**src/rtl/lut3_table_capture.sv**
```systemverilog
// Truth-table characteriser for a 3-input function block: sweeps the select code 0..7,
// samples the 1-bit response after a settle time and compares the table with a reference.
module lut3_table_capture #(
    parameter int unsigned SETTLE_CYCLES = 2
) (
    input  logic       clk_i,
    input  logic       rst_ni,
    input  logic       start_i,
    input  logic       abort_i,
    input  logic [7:0] expected_i,
    output logic [2:0] probe_sel_o,
    input  logic       probe_in_i,
    output logic [7:0] table_out_o,
    output logic       busy_o,
    output logic       done_o,
    output logic       match_o
);

    if (SETTLE_CYCLES < 1 || SETTLE_CYCLES > 15) begin : g_bad_settle
        $error("SETTLE_CYCLES must be in 1..15");
    end

    localparam logic [3:0] SettleReload = 4'(SETTLE_CYCLES - 1);

    typedef enum logic [1:0] {StIdle, StSettle, StSample, StDone} state_e;

    state_e     state_q;
    logic [3:0] cnt_q;
    logic [2:0] sel_q;
    logic [7:0] table_q;
    logic       busy_q;
    logic       done_q;
    logic       match_q;

    always_ff @(posedge clk_i or negedge rst_ni) begin
        if (!rst_ni) begin
            state_q <= StIdle;
            cnt_q   <= 4'd0;
            sel_q   <= 3'd0;
            table_q <= 8'd0;
            busy_q  <= 1'b0;
            done_q  <= 1'b0;
            match_q <= 1'b0;
        end else begin
            done_q <= 1'b0;
            if (abort_i) begin
                // Partial table is kept for debug; everything else returns to idle.
                state_q <= StIdle;
                cnt_q   <= 4'd0;
                sel_q   <= 3'd0;
                busy_q  <= 1'b0;
                match_q <= 1'b0;
            end else begin
                unique case (state_q)
                    StIdle: begin
                        sel_q <= 3'd0;
                        if (start_i) begin
                            state_q <= StSettle;
                            cnt_q   <= SettleReload;
                            table_q <= 8'd0;
                            match_q <= 1'b0;
                            busy_q  <= 1'b1;
                        end
                    end
                    StSettle: begin
                        if (cnt_q == 4'd0) begin
                            state_q <= StSample;
                        end else begin
                            cnt_q <= cnt_q - 4'd1;
                        end
                    end
                    StSample: begin
                        table_q[sel_q] <= probe_in_i;
                        if (sel_q == 3'd7) begin
                            state_q <= StDone;
                            sel_q   <= 3'd0;
                            busy_q  <= 1'b0;
                            done_q  <= 1'b1;
                        end else begin
                            state_q <= StSettle;
                            sel_q   <= sel_q + 3'd1;
                            cnt_q   <= SettleReload;
                        end
                    end
                    StDone: begin
                        // A start here begins a fresh sweep and wins over the compare.
                        if (start_i) begin
                            state_q <= StSettle;
                            cnt_q   <= SettleReload;
                            table_q <= 8'd0;
                            match_q <= 1'b0;
                            busy_q  <= 1'b1;
                        end else begin
                            state_q <= StIdle;
                            match_q <= (table_q == expected_i);
                        end
                    end
                    default: begin
                        state_q <= StIdle;
                        sel_q   <= 3'd0;
                        busy_q  <= 1'b0;
                    end
                endcase
            end
        end
    end

    assign probe_sel_o = sel_q;
    assign table_out_o = table_q;
    assign busy_o      = busy_q;
    assign done_o      = done_q;
    assign match_o     = match_q;

endmodule

```
**config.mk**
```make
export PLATFORM = sky130hd
export DESIGN_NAME = lut3_table_capture
export DESIGN_NICKNAME = d
export VERILOG_FILES = /design/src/rtl/lut3_table_capture.sv
export SDC_FILE = /design/constraint.sdc
export NUM_CORES = 1
export LEC_CHECK = 0
export BUFFER_PORTS_ARGS = -buffer_cell sky130_fd_sc_hd__buf_2
export CORE_ASPECT_RATIO = 0.8
export CORE_UTILIZATION = 30
export DETAILED_ROUTE_END_ITERATION = 12
export GPL_TIMING_DRIVEN = 0
export PLACE_DENSITY = 0.47
export REMOVE_ABC_BUFFERS = 1
export SLEW_MARGIN = 20
export SYNTH_ARGS = -nofsm -noshare
export SYNTH_HDL_FRONTEND = slang
export SYNTH_SLANG_ARGS = --single-unit
```
**constraint.sdc**
```tcl
create_clock -name clk_i -period 3.15 [get_ports clk_i]
set_input_delay 0.945 -clock clk_i [delete_from_list [all_inputs] [get_ports clk_i]]
set_output_delay 0.945 -clock clk_i [all_outputs]
set_load 0.005 [all_outputs]
```
==> reports/results.tsv, run 1 <==
stage	metric	value	unit
timing	slew_headroom	0.663	
setup_path	cp_cell_sequence	inv_1 -> ha_1 -> o2bb2ai_1 -> a31oi_1 -> nand4b_1 -> a31oi_1	
clock_network	clock_latency	0.25	ns
drt	avgViaCountPerCell	4.87	
setup_path	slowest_stage	ha_1	
placed_design	dp_hpwl	2.09	mm
layout	diodes	0	
worst_hold_path	hold_depth	2	
timing	worst_slew_pin_slew	0.502	ns
timing	fmax	485	MHz
synth	ys_ff_latch	20	
timing	drv_slew	0	
setup_path	worst-path-stages	6	
global_routing	track_usage	0.142	
timing	finalHoldViolations	0	
clock_network	post_cts_resized	0	
drt	drt_iter0_markers	28	
layout	final_common_cell	buf_2	
timing	setup_viol	0	
die	die_x	73.8	um
layout	final_cell_mix	26 x buf_2, 20 x dfrtp_1, 16 x o21ai_0	
placed_design	finalWeightedCongestion	0.800	
synth	synth_edf_count	0	
clock_network	cts_tree	built	
drt	vias	1042	
timing	timing.setup.tns	0	ns
timing	fin_ws	1.09	ns
die	die_h	59.4	um
setup_path	crit_family	compound AO/OA/AOI/OAI gates	
timing	whs	0.555	ns
global_routing	grt_max_degree	21	
synth	syn-cell-area	1240	sq um
outcome	outcome	finished clean	
setup_path	cp_max_fo	8	
setup_path	critical_path_class	reg2reg	
power	irDropWorstVdd	0.350	mV
synth	avgSynthCellArea	9.09	sq um
layout	final_util	0.374	
clock_network	post_cts_buffers	0	
setup_path	cpMostUsedCell	a31oi_1	
timing	finalCritPeriodShare	0.655	
timing	fin_skew	0.00184	ns
clock_network	htreeDepth	1	
die	start_util	0.319	
die	top_level_ports	27	
clock_network	clockBufferDepth	2	
layout	final_nets	184	
die	core	3880	sq um
clock_network	numCtsBuffers	3	
clock_network	path_clk_slew	0.07	ns
layout	drive_gt1_frac	0.201	
global_routing	grt_pass1_wl	4.64	mm
die	die_area	4380	sq um
setup_path	required	3.33	ns
synth	synth_cell_types	33	
worst_hold_path	min_path_type	reg2reg	
clock_network	hold_buffers	0	
global_routing	antenna_found_initial	0	
clock_network	cts.sinks	20	
synth	ys_seq_area_frac	0.405	
clock_network	cts-root-buf	clkbuf_8	
power	power_density	624	nW/um^2
timing	rsz0062_at_grt	no	
drt	wl	2.84	mm
drt	wl_per_cell	13.3	um
layout	area_growth	17.4	%
global_routing	grt_pass1_vias	985	
synth	synthArstFlopShare	1.00	
timing	fin_crit	2.06	ns
setup_path	arrival	2.24	ns
die	rows	20	
drt	ant_nets	0	
drt	firstDrtPassIters	4	
synth	synthFlopType	dfrtp_1	
synth	yosysWarnings	0	
setup_path	critPathMaxStageDelay	0.46	ns
global_routing	grt_remaining_overflow	0	
setup_path	setup.worst_path.start_class	flip-flop	
flow_run	drv_cap	0	
drt	drc	0	
synth	synthesis.instances	136	
placed_design	dpl_worst_slack	1.07	ns
setup_path	crit_buf_inv	1	
placed_design	io_buffers	26	
setup_path	end_kind	flip-flop	
power	p_leak	0.000668	uW
setup_path	ff2ff_path_depth	6	
==> worst min-delay path, stage by stage (launching register included) <==
cell,delay (ns)
dfrtp_1,0.37
o21ai_0,0.09
o21ai_0,0.06
==> cell usage after synthesis (all sizes together), types with 2 or more instances <==
cell type / count / area, sq um
nor2b: 2 / 12.5
a31oi: 5 / 31.3
nand2b: 5 / 31.3
nor3: 8 / 45.0
nand2: 4 / 15.0
nand4b: 4 / 35.0
o21ai: 17 / 85.1
a21oi: 10 / 53.8
inv: 7 / 26.3
o31ai: 2 / 15.0
o21a: 3 / 22.5
clkbuf: 5 / 20.0
ha: 10 / 125
nand3b: 2 / 15.0
xnor2: 4 / 35.0
xor2: 4 / 35.0
nor2: 11 / 41.3
dfrtp: 20 / 500
nand3: 3 / 15.0
==> metrics by stage <==
stage / cell area [sq um] / power, uW / instances
finish: 1450 / 906 / 214
global placement: 1410 / 738 / 211
detailed placement: 1410 / 745 / 211
global route: 1450 / 980 / 214
CTS: 1450 / 917 / 214
floorplan: 1210 / 632 / 130
==> worst paths after layout <==
kind	start	end	slack (ns)
worst max register to register	state_q[0]	cnt_q[3]	1.09
worst min register to register	table_out_o[3]	table_out_o[3]	0.55
worst min-delay path	table_out_o[3]	table_out_o[3]	0.55
max in group asynchronous	rst_ni	table_out_o[2]	2.18
min in group asynchronous	rst_ni	probe_sel_o[1]	0.64
worst max-delay path	state_q[0]	cnt_q[3]	1.09
==> sequential cells by signal, summed over array words and instances (netlist names) <==
register / cells
table_out_o: 8
cnt_q: 4
probe_sel_o: 3
state_q: 2
busy_o: 1
done_o: 1
match_o: 1
==> final cells by class <==
class	count	area, sq um
fill	418	2430
multi-input combinational	103	684
sequential	20	500
timing repair buffer	26	130
tap	55	68.8
clock buffer	3	41.3
inverter	7	26.3
==> logic make-up (layout without fill, tap and decap cells) <==
kind of cell | after synthesis | in the layout | share of synthesized area
AND/OR/NAND/NOR | 44 | 44 | 0.198
multiplexers | 1 | 1 | 0.00810
buffers and inverters | 13 | 36 | 0.0415
AO/OA/AOI/OAI | 40 | 40 | 0.189
flip-flops | 20 | 20 | 0.405
XOR/XNOR | 8 | 8 | 0.0567
adder cells (fa/ha/maj) | 10 | 10 | 0.101
==> per-layer routing <==
layer  up-vias  part of all wire  track usage
li1        528                 -            -
met2        18              0.45        0.231
met4         0            0.0070       0.0247
met5         -                 0            0
met3         2             0.036       0.0408
met1       494              0.51        0.190
==> power by group <==
| group | leakage (uW) | total [uW] | switching, uW | internal [uW] |
|---|---|---|---|---|
| sequential | 0.000274 | 336 | 45.0 | 291 |
| combinational | 0.000372 | 403 | 235 | 169 |
| clock | 0.0000216 | 166 | 80.7 | 85.1 |
| total | 0.000668 | 906 | 360 | 545 |
No activity file was read; power rests on OpenSTA's default activity.
==> inputs of run 2 (changes only) <==
--- a/config.mk
+++ b/config.mk
@@ -5,12 +5,13 @@
 export SDC_FILE = /design/constraint.sdc
 export NUM_CORES = 1
 export LEC_CHECK = 0
+export ABC_AREA = 1
 export BUFFER_PORTS_ARGS = -buffer_cell sky130_fd_sc_hd__buf_2
 export CORE_ASPECT_RATIO = 0.8
 export CORE_UTILIZATION = 30
 export DETAILED_ROUTE_END_ITERATION = 12
 export GPL_TIMING_DRIVEN = 0
-export PLACE_DENSITY = 0.47
+export PLACE_DENSITY = 0.49
 export REMOVE_ABC_BUFFERS = 1
 export SLEW_MARGIN = 20
 export SYNTH_ARGS = -nofsm -noshare
==> constraint.sdc (replaced) <==
create_clock -name clk_i -period 1.8 [get_ports clk_i]
set_input_delay 0.54 -clock clk_i [delete_from_list [all_inputs] [get_ports clk_i]]
set_output_delay 0.54 -clock clk_i [all_outputs]
set_load 0.005 [all_outputs]
==> run 2 against run 1 <==
Effect of this change:
- sequential cell count stayed put
- sequential share of layout area is 3.5 points lower
- sequential power is 86% higher
- clock power grew to 2.7 times the previous value
- register-to-register slack worse by 0.94 ns
- final cell count is 25% higher
- count of clock-buffer cells in the layout stayed put
- cell area is 12% higher
- critical path type unchanged
- critical endpoint is now table_out_o[7]
==> reports/results.tsv, run 2 <==
stage	metric	value	unit	change
outcome	outcome	finished clean		
drt	wl	2.86	mm	+0.85%
power	irDropWorstVdd	0.611	mV	+74%
setup_path	cp_max_fo	8		unchanged
setup_path	ff2ff_setup_slack	0.15	ns	-0.94 ns
timing	worst_slew_pin_slew	0.475	ns	-0.0272 ns
timing	rsz0062_at_grt	no		
synth	synthArstFlopShare	1.00		unchanged
layout	final_cell_mix	52 x nand2_1, 26 x buf_2, 25 x inv_1		
die	die_area	4740	sq um	+8.2%
timing	finalHoldViolations	0		unchanged
synth	ys_seq_area_frac	0.373		-0.0317
global_routing	grt_max_degree	21		unchanged
placed_design	io_buffers	26		unchanged
clock_network	cts-root-buf	clkbuf_8		
die	start_util	0.317		-0.00164
setup_path	setup.worst_path.start_class	flip-flop		
clock_network	path_clk_slew	0.07	ns	about the same
drt	m1WireLength	1.63	mm	+13%
clock_network	clock_latency	0.26	ns	about the same
placed_design	dp_hpwl	2.20	mm	+5.7%
die	core	4230	sq um	+9.1%
drt	ant_nets	0		unchanged
setup_path	required	1.96	ns	-1.37 ns
placed_design	dpl_worst_slack	0.00965	ns	-1.06 ns
setup_path	r2r_end	table_out_o[7]		
global_routing	grt_pass1_vias	1064		+8.0%
synth	syn-cell-area	1340	sq um	+8.5%
synth	yosysMostFrequentCell	nand2_1		
layout	final_common_cell	nand2_1		
synth	synth.top_cell.area_share	0.373		-0.0317
timing	whs	0.227	ns	-0.328 ns
synth	avgSynthCellArea	7.45	sq um	-18%
setup_path	r2r-start	state_q[1]		
timing	timing.setup.tns	0	ns	unchanged
timing	drv_slew	0		unchanged
synth	yosysWarnings	0		unchanged
drt	top_layer	met3		
synth	synth_cell_types	21		-36%
timing	fin_skew	0.00131	ns	-0.000527 ns
layout	drive_gt1_frac	0.213		+0.0120
timing	fin_crit	1.65	ns	-0.415 ns
worst_hold_path	min_path_type	in2async		
die	rows	21		+5.0%
die	die_h	61.8	um	+4.0%
setup_path	ff2ff_path_depth	9		+3
layout	diodes	0		unchanged
die	top_level_ports	27		unchanged
timing	slew_headroom	0.683		+0.0204
clock_network	hold_buffers	0		unchanged
layout	area_growth	21.0	%	
global_routing	grt_pass1_wl	5.06	mm	+9.1%
power	p_leak	0.000864	uW	+29%
setup_path	arrival	1.80	ns	-0.44 ns
global_routing	track_usage	0.138		-0.00411
die	die_x	76.8	um	+4.0%
global_routing	antenna_found_initial	0		unchanged
clock_network	numCtsBuffers	3		unchanged
layout	final_nets	235		+28%
synth	synth_edf_count	0		unchanged
clock_network	cts_tree	built		
timing	fin_ws	0.152	ns	-0.935 ns
drt	drt_iter0_markers	69		+150%
synth	synthFlopType	dfrtp_1		
clock_network	clockBufferDepth	2		unchanged
power	power_density	1200	nW/um^2	+92%
setup_path	end_kind	flip-flop		
synth	synthesis.instances	180		+32%
timing	finalCritPeriodShare	0.916		+0.261
drt	wl_met3	104	um	+3.0%
placed_design	postPlaceCellArea	1530	sq um	+8.6%
drt	wl_per_cell	10.7	um	-19%
drt	avgViaCountPerCell	4.31		-11%
timing	setup_viol	0		unchanged
placed_design	finalWeightedCongestion	0.793		-0.83%
layout	largest_reg_flops	8		unchanged
global_routing	grt_remaining_overflow	0		unchanged
drt	vias	1156		+11%
drt	firstDrtPassIters	4		unchanged
synth	synth_commonest_cells	52 x nand2_1, 26 x inv_1, 20 x dfrtp_1, 15 x o21ai_0, 13 x nor2_1		
layout	fin_area	1620	sq um	+12%
flow_run	drv_cap	0		unchanged
drt	drc	0		unchanged
setup_path	critical_path_class	reg2reg		
drt	wl_met2	1.13	mm	-12%
synth	synth.top_cells.by_area	dfrtp_1 37%, nand2_1 15%, ha_1 9.3%		
synth	ys_ff_latch	20		unchanged
clock_network	cts.sinks	20		unchanged
clock_network	htreeDepth	1		unchanged
timing	fmax	607	MHz	+25%
synth	synth.largest_area_cell	dfrtp_1		
-- run 2: cell families (layout without fill, tap and decap cells) --
group | Yosys count | after routing | synth area share
simple gates | 91 | 91 | 0.314
compound gates | 24 | 24 | 0.0933
fa+ha+maj | 10 | 10 | 0.0933
buf+inv | 29 | 60 | 0.0868
flops | 20 | 20 | 0.373
xor+xnor | 6 | 6 | 0.0392
-- run 2: layer usage --
metal	vias to the layer above	track usage
met5	-	0
met4	0	0.0330
met3	0	0.0336
met2	18	0.204
met1	505	0.201
li1	633	-
-- run 2: repair_timing --
item / CTS / global route
resized for setup: 1 / 3
setup endpoints to repair: 5 / 12
buffers inserted: 0 / 2
-- run 2: per-stage QoR --
stage / std cells / power (uW) / util
3_5_place_dp: 262 / 1460 / 0.362
6_report: 268 / 1940 / 0.384
2_1_floorplan: 179 / 1230 / -
3_3_place_gp: 262 / 1460 / 0.362
4_1_cts: 266 / 1920 / 0.379
5_1_grt: 268 / 2140 / 0.384
-- run 2: worst max-delay path by stage --
stage                          start             end  cells after the start
final                     state_q[1]  table_out_o[7]                      9
after global placement    state_q[0]  table_out_o[7]                      9
after floorplan           state_q[0]        cnt_q[0]                      8
after CTS                 state_q[1]  table_out_o[4]                      9
after global routing      state_q[1]  table_out_o[4]                      9
after detailed placement  state_q[0]  table_out_o[4]                      9
-- run 2: worst max-delay path: stages, from the launching register on --
cell	delay [ns]
dfrtp_2	0.42
inv_2	0.08
ha_2	0.40
inv_2	0.10
nand2_4	0.08
nand3_4	0.10
inv_1	0.15
o21ai_0	0.11
nand2_1	0.07
nand2_1	0.05
-- run 2: power breakdown --
group	internal (uW)	total (uW)	switching, uW	leakage, uW
Clock	297	449	152	0.0000357
Combinational	328	867	539	0.000558
Sequential	534	624	90.2	0.000270
Total	1160	1940	781	0.000864
-- run 2: final cells by class --
type	instances	area [sq um]
fillers	469	2610
multi-input cells	131	727
flip-flops and latches	20	503
repair buffers	28	145
inverters	28	105
well taps	57	71.3
clock buffers	3	41.3
clock inverters	1	30.0
==> inputs of run 3 (changes only) <==
--- a/config.mk
+++ b/config.mk
@@ -11,6 +11,7 @@
 export CORE_UTILIZATION = 30
 export DETAILED_ROUTE_END_ITERATION = 12
 export GPL_TIMING_DRIVEN = 0
+export MAX_ROUTING_LAYER = met4
 export PLACE_DENSITY = 0.49
 export REMOVE_ABC_BUFFERS = 1
 export SLEW_MARGIN = 20
==> run 3 against run 2 <==
Effect of this change:
- sequential cell count is the same
- count of clock-buffer cells in the layout unchanged
- final cell count stayed put
- non-clock buffer count unchanged
- critical path depth stayed put
- clock power about the same
==> reports/results.tsv, run 3 (synthesized netlist as in run 2, its figures left out) <==
stage	metric	value	unit	change
timing	fin_skew	0.000857	ns	-0.000452 ns
clock_network	numCtsBuffers	3		unchanged
layout	largest_reg_flops	8		unchanged
flow_run	drv_cap	0		unchanged
setup_path	arrival	1.80	ns	about the same
clock_network	hold_buffers	0		unchanged
drt	drc	0		unchanged
drt	firstDrtPassIters	3		-1
clock_network	cts.sinks	20		unchanged
layout	final_cell_mix	52 x nand2_1, 26 x buf_2, 25 x inv_1		
setup_path	r2r_end	table_out_o[7]		
timing	finalCritPeriodShare	0.916		about the same
global_routing	antenna_found_initial	0		unchanged
layout	area_growth	21.0	%	unchanged
setup_path	ff2ff_path_depth	9		unchanged
drt	drt_iter0_markers	66		-4.3%
clock_network	path_clk_slew	0.07	ns	about the same
global_routing	grt_max_degree	21		unchanged
setup_path	required	1.96	ns	about the same
die	rows	21		unchanged
timing	rsz0062_at_grt	no		
timing	slew_headroom	0.685		+0.00193
die	start_util	0.317		unchanged
layout	final_common_cell	nand2_1		
setup_path	cp_max_fo	8		unchanged
timing	finalHoldViolations	0		unchanged
setup_path	r2r-start	state_q[1]		
power	finalPower	1940	uW	+0.10%
drt	ant_nets	0		unchanged
layout	drive_gt1_frac	0.213		unchanged
global_routing	grt_pass1_wl	5.08	mm	+0.42%
layout	final_nets	235		unchanged
timing	fmax	606	MHz	about the same
placed_design	finalWeightedCongestion	0.804		+1.4%
drt	wl	2.86	mm	about the same
clock_network	clockBufferDepth	2		unchanged
clock_network	htreeDepth	1		unchanged
die	die_area	4740	sq um	unchanged
drt	wl_per_cell	10.7	um	about the same
die	die_h	61.8	um	unchanged
worst_hold_path	min_path_type	in2async		
timing	setup_viol	0		unchanged
die	core	4230	sq um	unchanged
setup_path	end_kind	flip-flop		
clock_network	cts_tree	built		
placed_design	io_buffers	26		unchanged
layout	final_cells	268		unchanged
power	power_density	1200	nW/um^2	+0.10%
die	die_x	76.8	um	unchanged
power	irDropWorstVdd	0.611	mV	unchanged
global_routing	track_usage	0.143		+0.00501
drt	vias	1172		+1.4%
clock_network	cts-root-buf	clkbuf_8		
placed_design	place_inst	262		unchanged
setup_path	critPathLaunch	state_q[1]		
drt	avgViaCountPerCell	4.37		+1.4%
timing	drv_slew	0		unchanged
placed_design	dp_hpwl	2.20	mm	unchanged
outcome	outcome	finished clean		
timing	fin_crit	1.65	ns	+0.000684 ns
timing	timing.setup.tns	0	ns	unchanged
layout	diodes	0		unchanged
layout	final_util	0.384		unchanged
clock_network	clock_latency	0.26	ns	about the same
timing	worst_slew_pin_slew	0.472	ns	-0.00290 ns
die	top_level_ports	27		unchanged
setup_path	critical_path_class	reg2reg		
power	p_leak	0.000864	uW	unchanged
layout	nFillCells	469		unchanged
setup_path	ff2ff_setup_slack	0.15	ns	about the same
setup_path	endpoint	table_out_o[7]		
global_routing	grt_pass1_vias	1059		-0.47%
global_routing	grt_remaining_overflow	0		unchanged
setup_path	setup.worst_path.start_class	flip-flop		
==> run 3: cell counts in the layout (fill, tap and decap cells not counted) <==
Identical to the previous run, type by type.
==> run 3: metal layers <==
metal / global-route usage / share of wire
met1: 0.202 / 0.57
met2: 0.204 / 0.39
met3: 0.0336 / 0.036
met4: 0.0330 / 0.010
met5: - / 0
==> run 3: through the flow <==
stage / area, sq um / worst slack, ns / hold WS (ns)
2_1_floorplan: 1330 / 0.256 / 0.244
3_3_place_gp: 1530 / 0.00104 / 0.467
3_5_place_dp: 1530 / 0.00965 / 0.461
4_1_cts: 1600 / 0.0111 / 0.239
5_1_grt: 1620 / 0.0209 / 0.260
6_report: 1620 / 0.151 / 0.227
==> run 3: worst min-delay path by stage <==
stage / startpoint / end / slack, ns / depth (start not counted)
floorplan: rst_ni / busy_o / 0.24 / 0
global placement: match_o / match_o / 0.47 / 2
detailed placement: match_o / match_o / 0.46 / 2
CTS: rst_ni / busy_o / 0.24 / 1
global route: rst_ni / match_o / 0.26 / 1
finish: rst_ni / cnt_q[2] / 0.23 / 1
==> run 3: power breakdown <==
| group | leakage [uW] | internal [uW] | total (uW) | switching, uW |
|---|---|---|---|---|
| Clock | 0.0000357 | 297 | 447 | 150 |
| Sequential | 0.000270 | 534 | 625 | 91.3 |
| Combinational | 0.000558 | 328 | 870 | 542 |
==> run 3: cell type report <==
class | instances | area, sq um | share of cell area
multi-input cells | 131 | 727 | 0.448
flip-flops and latches | 20 | 503 | 0.310
repair buffers | 28 | 145 | 0.0894
inverters | 28 | 105 | 0.0648
well taps | 57 | 71.3 | 0.0439
clock buffers | 3 | 41.3 | 0.0254
clock inverters | 1 | 30.0 | 0.0185
==> run 3: timing repair <==
item | 4_1_cts | 5_1_grt
buffers inserted | 0 | 2
setup endpoints to repair | 5 | 12
gates resized for setup | 1 | 3
==> run 3: worst max-delay path, stage by stage (launching register included) <==
cell and delay [ns]:
dfrtp_2 0.42, inv_2 0.08, ha_2 0.40, inv_2 0.10
nand2_4 0.08, nand3_4 0.10, inv_1 0.15, o21ai_0 0.11
nand2_1 0.07, nand2_1 0.04
